### src/rtl/power_seq_pkg.sv
// power_seq_pkg: shared state encoding, fault codes and register map for the power sequencer
package power_seq_pkg;
   typedef enum logic [2:0] {
      ST_OFF      = 3'd0,
      ST_RAMP0    = 3'd1,
      ST_SETTLE0  = 3'd2,
      ST_RAMP1    = 3'd3,
      ST_ON       = 3'd4,
      ST_SHUTDOWN = 3'd5,
      ST_FAULT    = 3'd6
   } state_e;
   localparam logic [2:0] FC_NONE     = 3'd0;
   localparam logic [2:0] FC_TO_RAMP0 = 3'd1;
   localparam logic [2:0] FC_TO_RAMP1 = 3'd2;
   localparam logic [2:0] FC_LOSS0    = 3'd3;
   localparam logic [2:0] FC_LOSS1    = 3'd4;
   localparam logic [1:0] ADDR_CTRL    = 2'd0;
   localparam logic [1:0] ADDR_STATUS  = 2'd1;
   localparam logic [1:0] ADDR_TIMEOUT = 2'd2;
   localparam logic [1:0] ADDR_SETTLE  = 2'd3;
   function automatic logic [1:0] rail_ctl(input state_e s);
      return (s == ST_RAMP1 || s == ST_ON) ? 2'b11 :
             (s == ST_RAMP0 || s == ST_SETTLE0 || s == ST_SHUTDOWN) ? 2'b01 : 2'b00;
   endfunction
endpackage

### src/rtl/power_sense_sync.sv
// power_sense_sync: parameterised-width two-flop synchronizer for the power-good inputs
module power_sense_sync #(
   parameter int unsigned W = 6
) (
   input  logic         clk,
   input  logic         reset,
   input  logic [W-1:0] d_i,
   output logic [W-1:0] q_o
);
   logic [W-1:0] meta_q, sync_q;
   always_ff @(posedge clk) begin
      if (reset) begin
         meta_q <= '0;
         sync_q <= '0;
      end else begin
         meta_q <= d_i;
         sync_q <= meta_q;
      end
   end
   assign q_o = sync_q;
endmodule

### src/rtl/power_sequencer.sv
// power_sequencer: Avalon-MM controlled two-rail power sequencer with power-good monitoring and sticky faults
module power_sequencer
   import power_seq_pkg::*;
#(
   parameter int unsigned       SENSE_W     = 6,
   parameter logic [SENSE_W-1:0] RAIL0_MASK = 6'b000111,
   parameter logic [SENSE_W-1:0] RAIL1_MASK = 6'b111000,
   parameter logic [31:0]       TIMEOUT_RST = 32'd5000000,
   parameter logic [31:0]       SETTLE_RST  = 32'd500000
) (
   input  logic               clk,
   input  logic               reset,
   input  logic [1:0]         avs_address,
   input  logic               avs_read,
   input  logic               avs_write,
   input  logic [31:0]        avs_writedata,
   output logic [31:0]        avs_readdata,
   output logic [1:0]         power_control,
   input  logic [SENSE_W-1:0] power_sense,
   output logic               irq
);
   state_e             state_q, state_d;
   logic [2:0]         fault_q, fault_d;
   logic               en_q, en_d, irq_en_q, irq_en_d;
   logic [31:0]        timeout_q, timeout_d, settle_q, settle_d, cnt_q, cnt_d;
   logic [31:0]        rdata_q, rdata_d, status;
   logic [1:0]         ctl_q;
   logic [SENSE_W-1:0] sense_s;
   logic               good0, good1, timeout_hit, settle_done, clear_fault;

   power_sense_sync #(.W(SENSE_W)) u_sync (
      .clk   (clk),
      .reset (reset),
      .d_i   (power_sense),
      .q_o   (sense_s)
   );

   // Unmasked bits are forced high, so an empty mask reads as always good.
   assign good0       = &(sense_s | ~RAIL0_MASK);
   assign good1       = &(sense_s | ~RAIL1_MASK);
   assign timeout_hit = (timeout_q != 32'd0) && (cnt_q >= timeout_q);
   assign settle_done = cnt_q >= settle_q;
   assign clear_fault = avs_write && avs_address == ADDR_CTRL && avs_writedata[2];

   always_comb begin
      status = '0;
      status[2:0] = state_q;
      status[6:4] = fault_q;
      status[16 +: SENSE_W] = sense_s;
   end

   // The FSM always looks at en_q, so a CTRL write lands one cycle after the step it coincides with.
   always_comb begin
      state_d   = state_q;
      fault_d   = fault_q;
      en_d      = (avs_write && avs_address == ADDR_CTRL) ? avs_writedata[0] : en_q;
      irq_en_d  = (avs_write && avs_address == ADDR_CTRL) ? avs_writedata[1] : irq_en_q;
      timeout_d = (avs_write && avs_address == ADDR_TIMEOUT) ? avs_writedata : timeout_q;
      settle_d  = (avs_write && avs_address == ADDR_SETTLE) ? avs_writedata : settle_q;
      case (state_q)
         ST_OFF: if (en_q) state_d = ST_RAMP0;
         ST_RAMP0: begin
            if (timeout_hit) begin
               state_d = ST_FAULT;
               fault_d = FC_TO_RAMP0;
            end else if (!en_q) state_d = ST_SHUTDOWN;
            else if (good0) state_d = ST_SETTLE0;
         end
         ST_SETTLE0: begin
            if (!good0) begin
               state_d = ST_FAULT;
               fault_d = FC_LOSS0;
            end else if (!en_q) state_d = ST_SHUTDOWN;
            else if (settle_done) state_d = ST_RAMP1;
         end
         ST_RAMP1: begin
            if (timeout_hit || !good0) begin
               state_d = ST_FAULT;
               fault_d = timeout_hit ? FC_TO_RAMP1 : FC_LOSS0;
            end else if (!en_q) state_d = ST_SHUTDOWN;
            else if (good1) state_d = ST_ON;
         end
         ST_ON: begin
            if (!good0 || !good1) begin
               state_d = ST_FAULT;
               fault_d = !good0 ? FC_LOSS0 : FC_LOSS1;
            end else if (!en_q) state_d = ST_SHUTDOWN;
         end
         ST_SHUTDOWN: if (settle_done) state_d = ST_OFF;
         ST_FAULT: begin
            if (clear_fault) begin
               state_d = ST_OFF;
               fault_d = FC_NONE;
               en_d    = 1'b0;
            end
         end
         default: state_d = ST_OFF;
      endcase
      cnt_d   = (state_d != state_q) ? 32'd0 : (&cnt_q) ? cnt_q : cnt_q + 32'd1;
      rdata_d = !avs_read ? rdata_q :
                (avs_address == ADDR_CTRL)    ? {30'd0, irq_en_q, en_q} :
                (avs_address == ADDR_STATUS)  ? status :
                (avs_address == ADDR_TIMEOUT) ? timeout_q : settle_q;
   end

   always_ff @(posedge clk) begin
      if (reset) begin
         state_q   <= ST_OFF;
         fault_q   <= FC_NONE;
         en_q      <= 1'b0;
         irq_en_q  <= 1'b0;
         timeout_q <= TIMEOUT_RST;
         settle_q  <= SETTLE_RST;
         cnt_q     <= 32'd0;
         rdata_q   <= 32'd0;
         ctl_q     <= 2'b00;
      end else begin
         state_q   <= state_d;
         fault_q   <= fault_d;
         en_q      <= en_d;
         irq_en_q  <= irq_en_d;
         timeout_q <= timeout_d;
         settle_q  <= settle_d;
         cnt_q     <= cnt_d;
         rdata_q   <= rdata_d;
         ctl_q     <= rail_ctl(state_d);
      end
   end

   assign power_control = ctl_q;
   assign avs_readdata  = rdata_q;
   assign irq           = irq_en_q && (fault_q != FC_NONE);
endmodule

### config.mk
export PLATFORM = sky130hd
export DESIGN_NAME = power_sequencer
export DESIGN_NICKNAME = d
export VERILOG_FILES = /design/src/rtl/power_seq_pkg.sv /design/src/rtl/power_sense_sync.sv /design/src/rtl/power_sequencer.sv
export SDC_FILE = /design/constraint.sdc
export NUM_CORES = 1
export LEC_CHECK = 0
export CORE_UTILIZATION = 58
export CTS_CLUSTER_DIAMETER = 150
export DETAILED_ROUTE_END_ITERATION = 10
export GPL_TIMING_DRIVEN = 0
export PLACE_DENSITY = 0.81
export SETUP_SLACK_MARGIN = 0.4
export SLEW_MARGIN = 20
export SYNTH_ARGS = -nofsm -noshare
export SYNTH_HDL_FRONTEND = slang
export SYNTH_SLANG_ARGS = --single-unit
export TNS_END_PERCENT = 10
### constraint.sdc
create_clock -name clk -period 3.1 [get_ports clk]
set_clock_uncertainty 0.1 [all_clocks]
set_input_delay 0.465 -clock clk [delete_from_list [all_inputs] [get_ports clk]]
set_output_delay 0.465 -clock clk [all_outputs]
set_load 0.05 [all_outputs]
==> metrics.yaml, run 1 <==
final_layout:
  register_area_mm2: 0.00306
  fillCellCount: 983
  drive_gt1_share_pct: 14.8
  finalNetCount: 1234
  final_cell_mix: "nand2_1, dfxtp_1, a21oi_1, nor2_1, clkdlybuf4s50_1"
  area_growth_pct: 27.5
  diodes: 0
  final_common_cell: "nand2_1"
  fin_util_pct: 76.0
  multi_input_area_mm2: 0.00483
  design_area_mm2: 0.0101
synth:
  synth_edf_count: 0
  synth_area_mm2: 0.00793
  synth_cell_type_count: 61
  synthCells: 1010
  avgSynthCellArea_um2: 7.85
  yosysTopAreaCellShare_pct: 37.9
  yosysTopAreaCell: "dfxtp_1"
  async_reset_ff_share_pct: 0
  synthTopCellsByArea: "dfxtp_1, ha_1, nand2_1"
  yosys_register_bits: 150
  synth-main-ff-cell: "dfxtp_1"
  syn_nets: 1119
  seq_area_frac_synth_pct: 37.9
  yosysWarningCount: 0
power:
  power.share.clock_pct: 35.3
  switchingPower_mw: 1.96
  power_density_mw_per_mm2: 567
  pwr-share-seq_pct: 37.2
  leakage_nw: 3.89
  intPower_mw: 3.77
  ir_worst_vdd_v: 0.000373
  comb_power_share_pct: 27.4
  swShare_pct: 34.2
route:
  wirelength_met1_um: 10200
  routed_via_density: 5.97
  dr.pass1.iters: 6
  drtIter0Drc: 687
  route.top_layer_used: "met4"
  routedWlPerCell_um: 18.9
  remaining_drc_errors: 0
  drtAntennaViolNets: 0
  wl_met2_um: 11300
  num_vias: 7842
  route.met3.wl_um: 2070
  drt_wl_total_um: 24800
floorplan:
  die_area_mm2: 0.0141
  ioPinCount: 79
  start_util_pct: 59.6
  die_h_um: 119
  core_mm2: 0.0133
  die_w_um: 119
  rows: 42
status:
  status: "finished clean"
setup_path:
  end_kind: "flop"
  arrival_ns: 3.01
  start_kind: "flop"
  crit_required_ns: 3.33
  crit_type: "reg -> reg"
  worst-path-max-fanout: 8
global_routing:
  grt_pass1_wl_um: 37800
  grt_util_all_layers_pct: 34.9
  overflow: 0
  antenna_found_initial: 0
  grt_start_max_net_pins: 17
  grt_pass1_vias: 7501
place:
  dp_hpwl_um: 17100
  port_buffers: 77
  place_ws_ns: -0.0452
  place_congestion: 0.949
  dpl-instance-area_mm2: 0.00892
flow_run:
  max-cap-violations: 0
clock_tree:
  insertion_delay_ns: 0.44
  ctsHtreeMaxLevel: 4
  cts.sinks: 150
  cts-buffers-inserted: 17
  clk_pin_slew_ns: 0.07
  cts_root_buf: "clkbuf_16"
  cts_buffer_depth: 2
  ctsHoldBuffers: 0
  cts_tree: "built"
timing:
  hold_viol: 0
  fmax_mhz: 359
  worst_pin_slew_ns: 0.746
  period_share_pct: 89.8
  setup_viol: 0
  relSlewSlack_pct: 50.3
  rsz0062_at_grt: "yes"
  setup_ws_ns: 0.316
  period_minus_slack_ns: 2.78
  drv_slew: 0
min_path:
  hp-class: "reg -> reg"
==> layout make-up <==
| cell class | instances | area share (%) |
|---|---|---|
| multi-input cells | 740 | 47.8 |
| clock inverters | 15 | 1.33 |
| clock buffers | 17 | 4.21 |
| flip-flops and latches | 150 | 30.3 |
| repair buffers | 96 | 9.31 |
| plain buffers | 49 | 2.14 |
| inverters | 71 | 2.66 |
| well taps | 176 | 2.18 |
==> cells in the mapped netlist (10+ instances only) <==
library cell	instances
inv_1	69
nand3_1	18
clkbuf_1	40
ha_1	65
nor4_1	11
dfxtp_1	150
nor2b_1	39
xor2_1	15
nor2_1	92
xnor2_1	15
nor3_1	12
nand4_1	13
a21oi_1	102
nand2_1	187
a211oi_1	14
and3_1	10
o21ai_0	45
a22oi_1	10
==> metal layers <==
layer,up-vias,track usage [%]
li1,3676,-
met1,3668,44.1
met2,406,54.3
met3,92,7.04
met4,0,22.5
met5,-,0
==> registers in the layout, summed over array words and instances, names as in the netlist <==
name           flops
state_q            3
fault_q            3
avs_readdata      32
power_control      2
u_sync.q_o         6
cnt_q             32
irq_en_q           1
settle_q          32
u_sync.meta_q      6
timeout_q         32
en_q               1
==> per-stage QoR <==
| stage | std cells | TNS [ns] | hold WS [ns] | power, mW |
|---|---|---|---|---|
| after global placement | 1263 | -0.232 | 0.319 | 3.32 |
| after CTS | 1302 | 0 | 0.343 | 5.52 |
| after global routing | 1314 | 0 | 0.353 | 5.93 |
| after detailed placement | 1263 | -1.15 | 0.328 | 3.33 |
| after floorplan | 1010 | 0 | 0.314 | 2.96 |
| final | 1314 | 0 | 0.338 | 5.72 |
==> power by group through the flow <==
| stage | Combinational (mW) | Clock, mW | Sequential, mW |
|---|---|---|---|
| final | 1.57 | 2.02 | 2.13 |
| after global routing | 1.68 | 2.12 | 2.14 |
| after CTS | 1.37 | 2.03 | 2.12 |
| after detailed placement | 1.16 | 0 | 2.17 |
| after global placement | 1.16 | 0 | 2.16 |
| after floorplan | 0.737 | 0 | 2.22 |
==> worst paths after layout <==
| path | start | to | slack [ns] | cells past startpoint |
|---|---|---|---|---|
| setup / recovery | cnt_q[28] | cnt_q[0] | 0.32 | 13 |
| setup reg to reg | cnt_q[28] | cnt_q[0] | 0.32 | 13 |
| hold / removal | u_sync.meta_q[3] | u_sync.q_o[3] | 0.34 | 1 |
| hold reg to reg | u_sync.meta_q[3] | u_sync.q_o[3] | 0.34 | 1 |
==> timing repair <==
item,in CTS,in global routing
buffers inserted,4,12
endpoints found under the setup margin,40,38
gates resized for setup,53,73
gates cloned,3,0
pin swaps,17,26
==> worst max-delay path, stage by stage, from the launching register on <==
cell and delay [ns]:
dfxtp_1 0.38, ha_1 0.32, nand4_1 0.17, buf_4 0.20
nor4_4 0.34, o21ai_2 0.11, buf_4 0.16, a31oi_4 0.18
o21ai_2 0.11, o2111a_1 0.19, o21ai_4 0.08, buf_12 0.16
buf_8 0.13, nor2_1 0.04
==> cells by family after synthesis <==
kind of cell,Yosys count,synth area share (%)
AOI/OAI and AO/OA,213,16.0
xor gates and xnor gates,30,3.32
adders and majority gates,65,10.3
buffers and inverters,120,5.76
DFF,150,37.9
muxes,9,1.45
and+or+nand+nor,423,25.4
Note: power is estimated with default switching activity, not from simulation.
==> run 2: changes to the inputs <==
--- a/config.mk
+++ b/config.mk
@@ -5,8 +5,10 @@
 export SDC_FILE = /design/constraint.sdc
 export NUM_CORES = 1
 export LEC_CHECK = 0
+export ABC_CLOCK_PERIOD_IN_PS = 3100
 export CORE_UTILIZATION = 58
 export CTS_CLUSTER_DIAMETER = 150
+export CTS_CLUSTER_SIZE = 12
 export DETAILED_ROUTE_END_ITERATION = 10
 export GPL_TIMING_DRIVEN = 0
 export PLACE_DENSITY = 0.81
==> results of run 2 <==
The final DEF is identical to that of run 1; final timing and power are the same.
